### src/rtl/fp_pkg.sv
// Floating-point shared package: formats, status flags, width helpers,
// the writeback entry bundle and the canonical quiet-NaN constant.
package fp_pkg;

    typedef enum logic [1:0] {
        FP32,
        FP64,
        FP16,
        FP16ALT
    } fp_format_e;

    // Exception flags in fflags order: NV, DZ, OF, UF, NX.
    typedef struct packed {
        logic nv;
        logic dz;
        logic of;
        logic uf;
        logic nx;
    } status_t;

    function automatic int unsigned fp_width(fp_format_e fmt);
        case (fmt)
            FP64:    return 64;
            FP16:    return 16;
            FP16ALT: return 16;
            default: return 32;
        endcase
    endfunction

    function automatic int unsigned exp_bits(fp_format_e fmt);
        case (fmt)
            FP64:    return 11;
            FP16:    return 5;
            FP16ALT: return 8;
            default: return 8;
        endcase
    endfunction

    function automatic int unsigned man_bits(fp_format_e fmt);
        case (fmt)
            FP64:    return 52;
            FP16:    return 10;
            FP16ALT: return 7;
            default: return 23;
        endcase
    endfunction

    localparam int unsigned WB_FP_WIDTH  = fp_width(FP32);
    localparam int unsigned WB_TAG_WIDTH = 5;

    typedef struct packed {
        logic [WB_FP_WIDTH-1:0]  result;
        status_t                 flags;
        logic [WB_TAG_WIDTH-1:0] tag;
    } wb_entry_t;

    // Sign 0, exponent all ones, mantissa MSB set, rest zero,
    // right-aligned in 64 bits.
    function automatic logic [63:0] canon_nan(fp_format_e fmt);
        logic [63:0] ones;
        ones = (64'd1 << (exp_bits(fmt) + 1)) - 64'd1;
        return ones << (man_bits(fmt) - 1);
    endfunction

endpackage

### src/rtl/fp_wb_fifo.sv
// Generic DEPTH x WIDTH FIFO with wrap-bit pointers and occupancy count.
// Ports: clk_i, reset_i, valid_i/ready_o/data_i (in), valid_o/ready_i/data_o (out), count_o.
module fp_wb_fifo #(
    parameter int unsigned DEPTH = 2,
    parameter int unsigned WIDTH = 8
) (
    input  logic                     clk_i,
    input  logic                     reset_i,
    input  logic                     valid_i,
    output logic                     ready_o,
    input  logic [WIDTH-1:0]         data_i,
    output logic                     valid_o,
    input  logic                     ready_i,
    output logic [WIDTH-1:0]         data_o,
    output logic [$clog2(DEPTH):0]   count_o
);

    localparam int unsigned AW = $clog2(DEPTH);

    logic [AW:0]      wr_q, wr_d;
    logic [AW:0]      rd_q, rd_d;
    logic [WIDTH-1:0] mem_q [DEPTH];
    logic             full, empty, push, pop;

    assign empty = (wr_q == rd_q);
    assign full  = (wr_q[AW] != rd_q[AW]) &&
                   (wr_q[AW-1:0] == rd_q[AW-1:0]);

    // Both depend on pointer state only; no path from ready_i.
    assign ready_o = !full;
    assign valid_o = !empty;

    assign push = valid_i & ready_o;
    assign pop  = valid_o & ready_i;

    assign wr_d = push ? wr_q + 1'b1 : wr_q;
    assign rd_d = pop  ? rd_q + 1'b1 : rd_q;

    assign count_o = wr_q - rd_q;

    // Gated so the output reads zero while storage is uninitialised.
    assign data_o = valid_o ? mem_q[rd_q[AW-1:0]] : '0;

    always_ff @(posedge clk_i or posedge reset_i) begin
        if (reset_i) begin
            wr_q <= '0;
            rd_q <= '0;
        end else begin
            wr_q <= wr_d;
            rd_q <= rd_d;
        end
    end

    always_ff @(posedge clk_i) begin
        if (push) begin
            mem_q[wr_q[AW-1:0]] <= data_i;
        end
    end

endmodule

### src/rtl/fp_wb_buffer.sv
// FP writeback buffer: queues rounded results/flags/tags for the register file
// and keeps the sticky fflags. Optional macro FP_WB_CANON_NAN_EN canonicalises NaNs.
// Ports: clk_i, reset_i, upstream valid_i/ready_o/result_i/flags_i/tag_i,
// writeback valid_o/ready_i/result_o/flags_o/tag_o, count_o, fflags_o, fflags_clr_i.
module fp_wb_buffer
    import fp_pkg::*;
#(
    parameter  fp_format_e  FP_FORMAT = FP32,
    parameter  int unsigned DEPTH     = 2,
    parameter  int unsigned TAG_WIDTH = 5,
    localparam int unsigned FP_WIDTH  = fp_width(FP_FORMAT)
) (
    input  logic                   clk_i,
    input  logic                   reset_i,
    input  logic                   valid_i,
    output logic                   ready_o,
    input  logic [FP_WIDTH-1:0]    result_i,
    input  status_t                flags_i,
    input  logic [TAG_WIDTH-1:0]   tag_i,
    output logic                   valid_o,
    input  logic                   ready_i,
    output logic [FP_WIDTH-1:0]    result_o,
    output status_t                flags_o,
    output logic [TAG_WIDTH-1:0]   tag_o,
    output logic [$clog2(DEPTH):0] count_o,
    output status_t                fflags_o,
    input  logic                   fflags_clr_i
);

    localparam int unsigned EW = FP_WIDTH + 5 + TAG_WIDTH;

    logic [FP_WIDTH-1:0] res_st;
    logic [EW-1:0]       ent_in, ent_out;
    status_t             fflags_q, fflags_d;
    logic                pop;

`ifdef FP_WB_CANON_NAN_EN
    localparam int unsigned EXP  = exp_bits(FP_FORMAT);
    localparam int unsigned MAN  = man_bits(FP_FORMAT);
    localparam logic [63:0] CNAN = canon_nan(FP_FORMAT);

    logic is_nan;
    assign is_nan = (&result_i[FP_WIDTH-2 -: EXP]) &&
                    (|result_i[MAN-1:0]);
    assign res_st = is_nan ? CNAN[FP_WIDTH-1:0] : result_i;
`else
    assign res_st = result_i;
`endif

    assign ent_in = {res_st, flags_i, tag_i};
    assign {result_o, flags_o, tag_o} = ent_out;

    fp_wb_fifo #(
        .DEPTH (DEPTH),
        .WIDTH (EW)
    ) u_fifo (
        .clk_i   (clk_i),
        .reset_i (reset_i),
        .valid_i (valid_i),
        .ready_o (ready_o),
        .data_i  (ent_in),
        .valid_o (valid_o),
        .ready_i (ready_i),
        .data_o  (ent_out),
        .count_o (count_o)
    );

    assign pop = valid_o & ready_i;

    // Accrue at commit; a same-cycle clear still keeps the popped flags.
    assign fflags_d = (fflags_clr_i ? status_t'(5'b0) : fflags_q) |
                      (pop ? flags_o : status_t'(5'b0));

    always_ff @(posedge clk_i or posedge reset_i) begin
        if (reset_i) begin
            fflags_q <= '0;
        end else begin
            fflags_q <= fflags_d;
        end
    end

    assign fflags_o = fflags_q;

endmodule
### config.mk
export PLATFORM = sky130hd
export DESIGN_NAME = fp_wb_buffer
export DESIGN_NICKNAME = d
export VERILOG_FILES = /design/src/rtl/fp_pkg.sv /design/src/rtl/fp_wb_fifo.sv /design/src/rtl/fp_wb_buffer.sv
export SDC_FILE = /design/constraint.sdc
export NUM_CORES = 1
export LEC_CHECK = 0
export CORE_MARGIN = 2
export CORE_UTILIZATION = 43
export DETAILED_ROUTE_END_ITERATION = 8
export PLACE_DENSITY = 0.75
export SYNTH_ARGS = -nofsm -noshare
export SYNTH_HDL_FRONTEND = slang
export SYNTH_SLANG_ARGS = --single-unit
### constraint.sdc
create_clock -name clk_i -period 3.22 [get_ports clk_i]
set_input_delay 0.483 -clock clk_i [delete_from_list [all_inputs] [get_ports clk_i]]
set_output_delay 0.483 -clock clk_i [all_outputs]
set_load 0.01 [all_outputs]
# Yosys cells after proc, flatten, opt, wreduce, memory -nomap -nowiden
# Memories as Yosys holds them, arrays and structs flattened.
# Cells that the tools add are included.
# word_totals
rom_bits,0
word_cells,25
output_inout_bits,51
mem_bits_rw,84
latchBits,0
mem_count,1
ff_bits,9
input_bits,47
# op_classes
n_eq_ne,3
shifts,0
muxes,5
addsub,3
bitwise,3
reduce_logical,3
mul,0
n_lt_le_gt_ge,0
div_mod_pow,0
# memory_table
memory,words,width,rd,rd_clocked_by_memory_dff,wr,line_no,source
u_fifo.mem_q,2,42,1,0,1,fp_wb_fifo.sv:22,logic [WIDTH-1:0] mem_q [DEPTH];
# ops
operator,n
42-bit two-way mux,1
5-bit two-way mux,2
5-bit bitwise OR,1
2-bit by 1-bit adder with 2-bit output (second input constant),2
1-bit AND,2
2-bit == test,1
1-bit logical NOT,2
1-bit two-way mux,2
2-bit subtractor,1
1-bit == test,1
1-bit logical AND,1
1-bit inequality test,1

# Depth between registers and ports, before layout
# Gate-level depths: netlist of the first run.
# logic_depth
depth_word,6
mapped_depth,6
ltp_nobuf,5

# Hierarchy
# A second synthesis of the first run with hierarchy kept.
# hier_totals
cells_unflattened,227
area_unflattened_um2,3712.3
# by_module_without_submodules
module,area_each_um2,instances,seq_area_each_um2,cells_each
fp_wb_fifo,3514.6,1,2622.5,206
fp_wb_buffer,197.7,1,125.1,21

# Worst setup path before layout of the first run
# Ideal clock, no wire load.
# synth_path
kind,register to register
from,register u_fifo.wr_q[0]
to,"memory u_fifo.mem_q[0][0] (netlist bit), enable pin"
n_path_buf,0
required_ps,2779
arrival_ps,2844
synth_period_minus_slack_ps,3286
path_slack_ps,-66
stages_incl_launch_ff,6
path_cell_list,dfrtp_1 -> inv_1 -> ha_1 -> inv_1 -> o21ai_1 -> nor2_1
# synth_via
elab_chain_cells,6
# synth_lines
item,line_no,source
from (decl),fp_wb_fifo.sv:20,"logic [AW:0] wr_q, wr_d;"
from (signal assigned),fp_wb_fifo.sv:49,wr_q <= wr_d;
1-bit == test,fp_wb_fifo.sv:27,(wr_q[AW-1:0] == rd_q[AW-1:0]);
1-bit logical AND,fp_wb_fifo.sv:26,assign full = (wr_q[AW] != rd_q[AW]) &&
1-bit logical NOT,fp_wb_fifo.sv:30,assign ready_o = !full;
1-bit AND,fp_wb_fifo.sv:33,assign push = valid_i & ready_o;
1-bit two-way mux,fp_wb_fifo.sv:55,if (push) begin
1-bit two-way mux (not written as such),fp_wb_fifo.sv:56,mem_q[wr_q[AW-1:0]] <= data_i;
to (decl),fp_wb_fifo.sv:22,
# Several ways; a longest one is shown, not always the timed one.

# Worst setup path after layout of the first run
# layout_path
from,register u_fifo.wr_q[0]
to,output tag_o[1]
# layout_via
elab_chain_cells,2
# layout_lines
item,line_no,source
2-bit == test,fp_wb_fifo.sv:25,assign empty = (wr_q == rd_q);
42-bit two-way mux,fp_wb_fifo.sv:42,assign data_o = valid_o ? mem_q[rd_q[AW-1:0]] : '0;
to (decl),fp_wb_buffer.sv:24,"output logic [TAG_WIDTH-1:0] tag_o,"
# No other way between the ends.

==> results of run 1 <==
## power groups by stage
stage                     sequential [mW]  combinational, mW  clock [mW]
after global placement               1.88               2.79           0
after detailed placement             1.90               2.83           0
after global routing                 1.91               3.03       0.861
after floorplan                      1.90               1.45           0
final                                1.87               2.79       0.795
after CTS                            1.87               2.84       0.811
## cell families (layout without fill, tap and decap cells)
group	after synthesis	in the layout	share of synthesized area
buffers and inverters	18	127	0.0316
AO/OA/AOI/OAI	9	9	0.0142
adder cells (fa/ha/maj)	1	1	0.00347
flip-flops	93	93	0.762
XOR/XNOR	5	5	0.0121
multiplexers	44	44	0.123
AND/OR/NAND/NOR	51	51	0.0538
## metal layers
layer / GRT usage / up-vias
met2: 0.254 / 60
met4: 0.0607 / 0
met1: 0.163 / 983
met3: 0.0372 / 9
met5: 0 / -
li1: - / 1007
## area by class of cell
type / instances / area share
well taps: 105 / 0.0268
repair buffers: 102 / 0.208
inverters: 9 / 0.00689
clock inverters: 5 / 0.0153
flip-flops and latches: 93 / 0.560
multi-input cells: 110 / 0.156
clock buffers: 11 / 0.0268
## worst register-to-register path, cell delays in order, from the launching register on
cell     delay, ps
dfrtp_1        450
inv_1          120
ha_1           350
inv_1          170
o21ai_1        230
nor2_4         130
buf_4          470
## through the flow
| stage | instances | setup TNS, ps | setup slack, ps | instance area [um2] | power, mW |
|---|---|---|---|---|---|
| after global routing | 435 | 0 | 228 | 4900 | 5.80 |
| after floorplan | 221 | -5520 | -65.7 | 3600 | 3.34 |
| after detailed placement | 419 | 0 | 687 | 4700 | 4.73 |
| after CTS | 435 | 0 | 319 | 4900 | 5.53 |
| after global placement | 419 | 0 | 762 | 4700 | 4.67 |
| final | 435 | 0 | 352 | 4900 | 5.46 |
## sequential cells by signal, summed over array words and instances (netlist names)
signal,count
u_fifo.rd_q,2
u_fifo.wr_q,2
fflags_o,5
u_fifo.mem_q,84
## final timing paths
check / slack [ps] / endpoint / startpoint / cells after the start
setup / recovery: 350 / tag_o[1] / u_fifo.wr_q[0] / 7
hold / removal: 400 / fflags_o[4] / reset_i / 2
setup reg to reg: 920 / u_fifo.mem_q[0][4] / u_fifo.wr_q[0] / 6
hold reg to reg: 540 / fflags_o[2] / fflags_o[2] / 2
max in group asynchronous: 2540 / u_fifo.rd_q[0] / reset_i / 2
min in group clk_i: 540 / fflags_o[2] / fflags_o[2] / 2
## layout by cell type (no fill, tap or decap), drive strengths merged
| cell type | netlist | final |
|---|---|---|
| bufinv | 0 | 2 |
| nand2 | 5 | 5 |
| o22ai | 5 | 5 |
| clkinv | 0 | 3 |
| clkbuf | 4 | 11 |
| o21ai | 4 | 4 |
| buf | 5 | 5 |
| xnor2 | 4 | 4 |
| mux2 | 1 | 1 |
| clkdlybuf4s50 | 0 | 97 |
| mux2i | 43 | 43 |
| dfrtp | 9 | 9 |
| ha | 1 | 1 |
| xor2 | 1 | 1 |
| edfxtp | 84 | 84 |
| inv | 9 | 9 |
| nor2 | 46 | 46 |
==> metrics.txt, run 1 <==
Via Count 2059; Ys Warns 0; total die area 9130 um2; highest routed layer met4; area of the multi-input gates 763 um2; Crit path top cell by count inv_1; worst path cell trace inv_1 -> ha_1 -> inv_1 -> nor2_4 -> buf_12 -> nor2_1 -> clkdlybuf4s50_1; Synth Register Bits 93; vias in the first global route 2093; Synth top cells by count edfxtp_1, nor2_1, mux2i_1, dfrtp_1, inv_1; critical path required time 2740 ps; syn_nets 269; mean number of vias per cell 4.73; ys flop type edfxtp_1; CTS sink count 93; largest net degree at the start of global routing 45; Wirelength per Cell 14.5 um; CP max-delay cell clkdlybuf4s50_1; height of the die 95.6 um; clock transition at the registers of the reported paths 80 ps; global-route wire length before repair 9770 um; Fmax achieved 349 MHz; total congestion overflow 0; register area 2750 um2; Detailed Routing Iterations Pass 1 4; CP Launch Type flip-flop; worst-margin pin slew 760 ps; RSZ-0062 raised after global routing no; post-route ant nets 0; routed wl met2 3240 um; fin crit period 2870 ps; Max IR drop VDD 0.000605 V; Iter 0 DRT Violations 58; FFs w/ async S/R, synth 0.0968; # IOs 98; sequential area share after synthesis 0.762; Synth cell types 16; most numerous cell in the Yosys netlist edfxtp_1; initial antenna violation count 0; Mapped Cells 221; CTS Buffer Depth 2; WP data arrival 2390 ps; setup bufs post-CTS 0; max_cap viols 0; Switching Fraction 0.336; number of buffers inserted by port buffering 97; Post-CTS Resized 0; Core Util, Final 0.600; insertion delay to the later sink of the worst-skew pair 340 ps; Psw 1.83 mW; critical path class reg -> out; Fill cells 644; area of the core 8180 um2; Synth area leaders edfxtp_1, mux2i_1, dfrtp_1, nor2_1, clkbuf_8; Global Route Usage Sum 0.143; Syn Area/Cell 16.3 um2; WL met3 349 um; Clock Power Share 0.146; Fin. Hold Viols 0; Starting Density 0.441; GP Congestion 0.760; die width 95.6 um; Hold Crit Class in -> async; Comb power frac 0.512; CP top delay family buffers and inverters; crit share post-route 0.891; number of setup violations in the final report 0; clk root buf clkbuf_8; nature of the critical path endpoint output pin; # rows 33; Crit Path Max Fanout 43; hold buffer count at cts 0; Hold Slack 398 ps; Int Power 3.62 mW; HPWL Detailed 4090 um; Mapped Area 3600 um2; CTS tree built; routed wire length 6320 um; EDFF count, synth 84; sequential share of power 0.343; detailed-route DRC error count 0; fraction of layout cells with a size suffix above 1 0.0727; Slew HR 0.493; LEAKAGE 1.84 nW; area share of the largest cell type after synthesis 0.700; nets@finish 373; area grow syn2layout 36.1%; Max stage delay on crit path 550 ps; WP buf/inv 4; clk_skew 8.51 ps; H-tree Lvls 3; status finished clean; PwrDens 1110 nW/um2; Synth area leader edfxtp_1; final slew viol count 0; Inserted Diodes 0; CTS Buf Count 9; Metal-1 WL 2630 um
(Power assumes the default switching activity.)
==> run 2: changes to the inputs <==
CORE_MARGIN = default   (was 2)
==> run 2 against run 1 <==
Net effect:
- sequential cell count stayed put
- sequential share of layout area is 0.086 points higher
- first-iteration DRC count is 6.9% higher
- cell count is 0.23% higher
- routed wire length is 9.3% higher
- cell area is 0.15% lower
- power hardly changed
- via count is 2.0% higher
- fmax is 6.6% lower
- clock power is 18% lower
- core utilization is 0.092 points lower
==> metrics.txt, run 2 (synthesis gave the netlist of run 1 again) <==
status finished clean (unchanged); insertion delay to the later sink of the worst-skew pair 340 ps (about the same); register area 2750 um2 (unchanged); clock transition at the registers of the reported paths 90 ps (was 80 ps); largest net degree at the start of global routing 45 (unchanged); max FFs per register 84 (unchanged); die width 93.6 um (was 95.6 um); WL met3 306 um (was 349 um); worst-margin pin slew 753 ps (was 760 ps); detailed-route DRC error count 0 (unchanged); Int Power 3.46 mW (was 3.62 mW); Max IR drop VDD 0.000625 V (was 0.000605 V); Hold Crit Class in -> async (unchanged); initial antenna violation count 0 (unchanged); Inserted Diodes 0 (unchanged); Starting Density 0.441 (unchanged); Detailed Routing Iterations Pass 1 4 (unchanged); global-route wire length before repair 10400 um (was 9770 um); clk_skew 9.38 ps (was 8.51 ps); max_cap viols 0 (unchanged); Switching Fraction 0.366 (was 0.336); highest routed layer met4 (unchanged); worst path cell trace inv_1 -> ha_1 -> inv_1 -> nor2_4 -> nor2_1 -> clkdlybuf4s50_1 (was inv_1 -> ha_1 -> inv_1 -> nor2_4 -> buf_12 -> nor2_1 -> clkdlybuf4s50_1); sequential share of power 0.343 (about the same); LEAKAGE 1.81 nW (was 1.84 nW); Fin. Hold Viols 0 (unchanged); nets@finish 375 (was 373); clk root buf clkbuf_8 (unchanged); Fmax achieved 326 MHz (was 349 MHz); Crit Path Max Fanout 11 (was 43); Stages on worst setup path 6 (was 7); WP data arrival 2590 ps (was 2390 ps); Via Count 2101 (was 2059); # rows 33 (unchanged); crit share post-route 0.953 (was 0.891); height of the die 93.6 um (was 95.6 um); Fill cells 630 (was 644); CP top delay family buffers and inverters (unchanged); setup bufs post-CTS 0 (unchanged); routed wire length 6910 um (was 6320 um); HPWL Detailed 3980 um (was 4090 um); Global Route Usage Sum 0.161 (was 0.143); vias in the first global route 2111 (was 2093); Metal-1 WL 3080 um (was 2630 um); critical path class reg -> out (unchanged); RSZ-0062 raised after global routing no (unchanged); Iter 0 DRT Violations 62 (was 58); Psw 2.00 mW (was 1.83 mW); final slew viol count 0 (unchanged); Max stage delay on crit path 550 ps (about the same); CTS sink count 93 (unchanged); Slew HR 0.498 (was 0.493); area of the core 8180 um2 (unchanged); GP Congestion 0.693 (was 0.760); Clock Power Share 0.120 (was 0.146); H-tree Lvls 3 (unchanged); Crit path top cell by count inv_1 (unchanged); fin crit period 3070 ps (was 2870 ps); setup_tns 0 ps (unchanged); CTS Buf Count 9 (unchanged); Comb power frac 0.538 (was 0.512); area grow syn2layout 35.9% (was 36.1%); CP Launch Type flip-flop (unchanged); Wirelength per Cell 15.8 um (was 14.5 um); CTS Buffer Depth 2 (unchanged); # IOs 98 (unchanged); CP max-delay cell clkdlybuf4s50_1 (unchanged); most common cell after layout, fill and taps aside clkdlybuf4s50_1 (unchanged); routed wl met2 3480 um (was 3240 um); CTS tree built (unchanged); r2r worst-path depth 6 (unchanged); total congestion overflow 0 (unchanged); total die area 8750 um2 (was 9130 um2); PwrDens 1110 nW/um2 (about the same); critical path required time 2740 ps (about the same); number of buffers inserted by port buffering 97 (unchanged); area of the multi-input gates 805 um2 (was 763 um2); post-route ant nets 0 (unchanged); number of setup violations in the final report 0 (unchanged); mean number of vias per cell 4.82 (was 4.73); WP buf/inv 3 (was 4); most frequent cells in the layout clkdlybuf4s50_1, edfxtp_1, nor2_1, mux2i_1 (unchanged); fraction of layout cells with a size suffix above 1 0.0816 (was 0.0727); Core Util, Final 0.599 (was 0.600); nature of the critical path endpoint output pin (unchanged)
-- run 2: changes by cell type in the layout (fill, tap and decap cells not counted) --
cell,delta
bufinv_16,-2
clkinv_1,+1
clkinv_2,-2
clkinvlp_4,+2
clkbuf_1,-2
buf_4,-1
xor2_1,-1
xor2_2,+1
nor2_4,+3
clkinv_4,+2
-- run 2: cell type report --
type / instances / area share
flip-flops and latches: 93 / 0.561
multi-input cells: 113 / 0.164
inverters: 9 / 0.00690
repair buffers: 101 / 0.207
well taps: 105 / 0.0268
clock buffers: 9 / 0.0253
clock inverters: 6 / 0.00843
-- run 2: path summary, 6_finish.rpt --
kind | from | end | slack (ps)
setup / recovery | u_fifo.wr_q[0] | result_o[29] | 150
hold / removal | reset_i | fflags_o[3] | 400
setup reg to reg | u_fifo.wr_q[0] | u_fifo.mem_q[1][37] | 480
hold reg to reg | fflags_o[4] | fflags_o[4] | 530
max in group asynchronous | reset_i | u_fifo.rd_q[0] | 2540
min in group clk_i | fflags_o[4] | fflags_o[4] | 530
-- run 2: through the flow --
stage	instance area, um2	std cells	total power, mW	hold slack (ps)	worst slack, ps
6_report	4900	436	5.46	403	150
2_1_floorplan	3600	221	3.34	311	-65.7
3_5_place_dp	4690	418	4.68	520	148
4_1_cts	4870	434	5.42	401	47.3
5_1_grt	4900	436	5.80	427	15.6
3_3_place_gp	4690	418	4.64	518	235
-- run 2: routing by layer --
metal,up-vias,GRT usage
met5,-,0
met4,0,0.0500
met3,4,0.0366
met2,62,0.262
met1,1022,0.214
li1,1013,-
-- run 2: repair_timing --
item | 4_1_cts | 5_1_grt
setup endpoints to repair | 43 | 39
resized for setup | 1 | 3
cloned | 1 | 2
pin swaps | 1 | 0
hold buffers | 0 | 0
-- run 2: power groups by stage --
stage	combinational (mW)	clock, mW	sequential, mW
2_1_floorplan	1.45	0	1.90
3_3_place_gp	2.76	0	1.87
3_5_place_dp	2.79	0	1.89
4_1_cts	2.87	0.683	1.87
5_1_grt	3.18	0.720	1.90
6_report	2.93	0.654	1.87
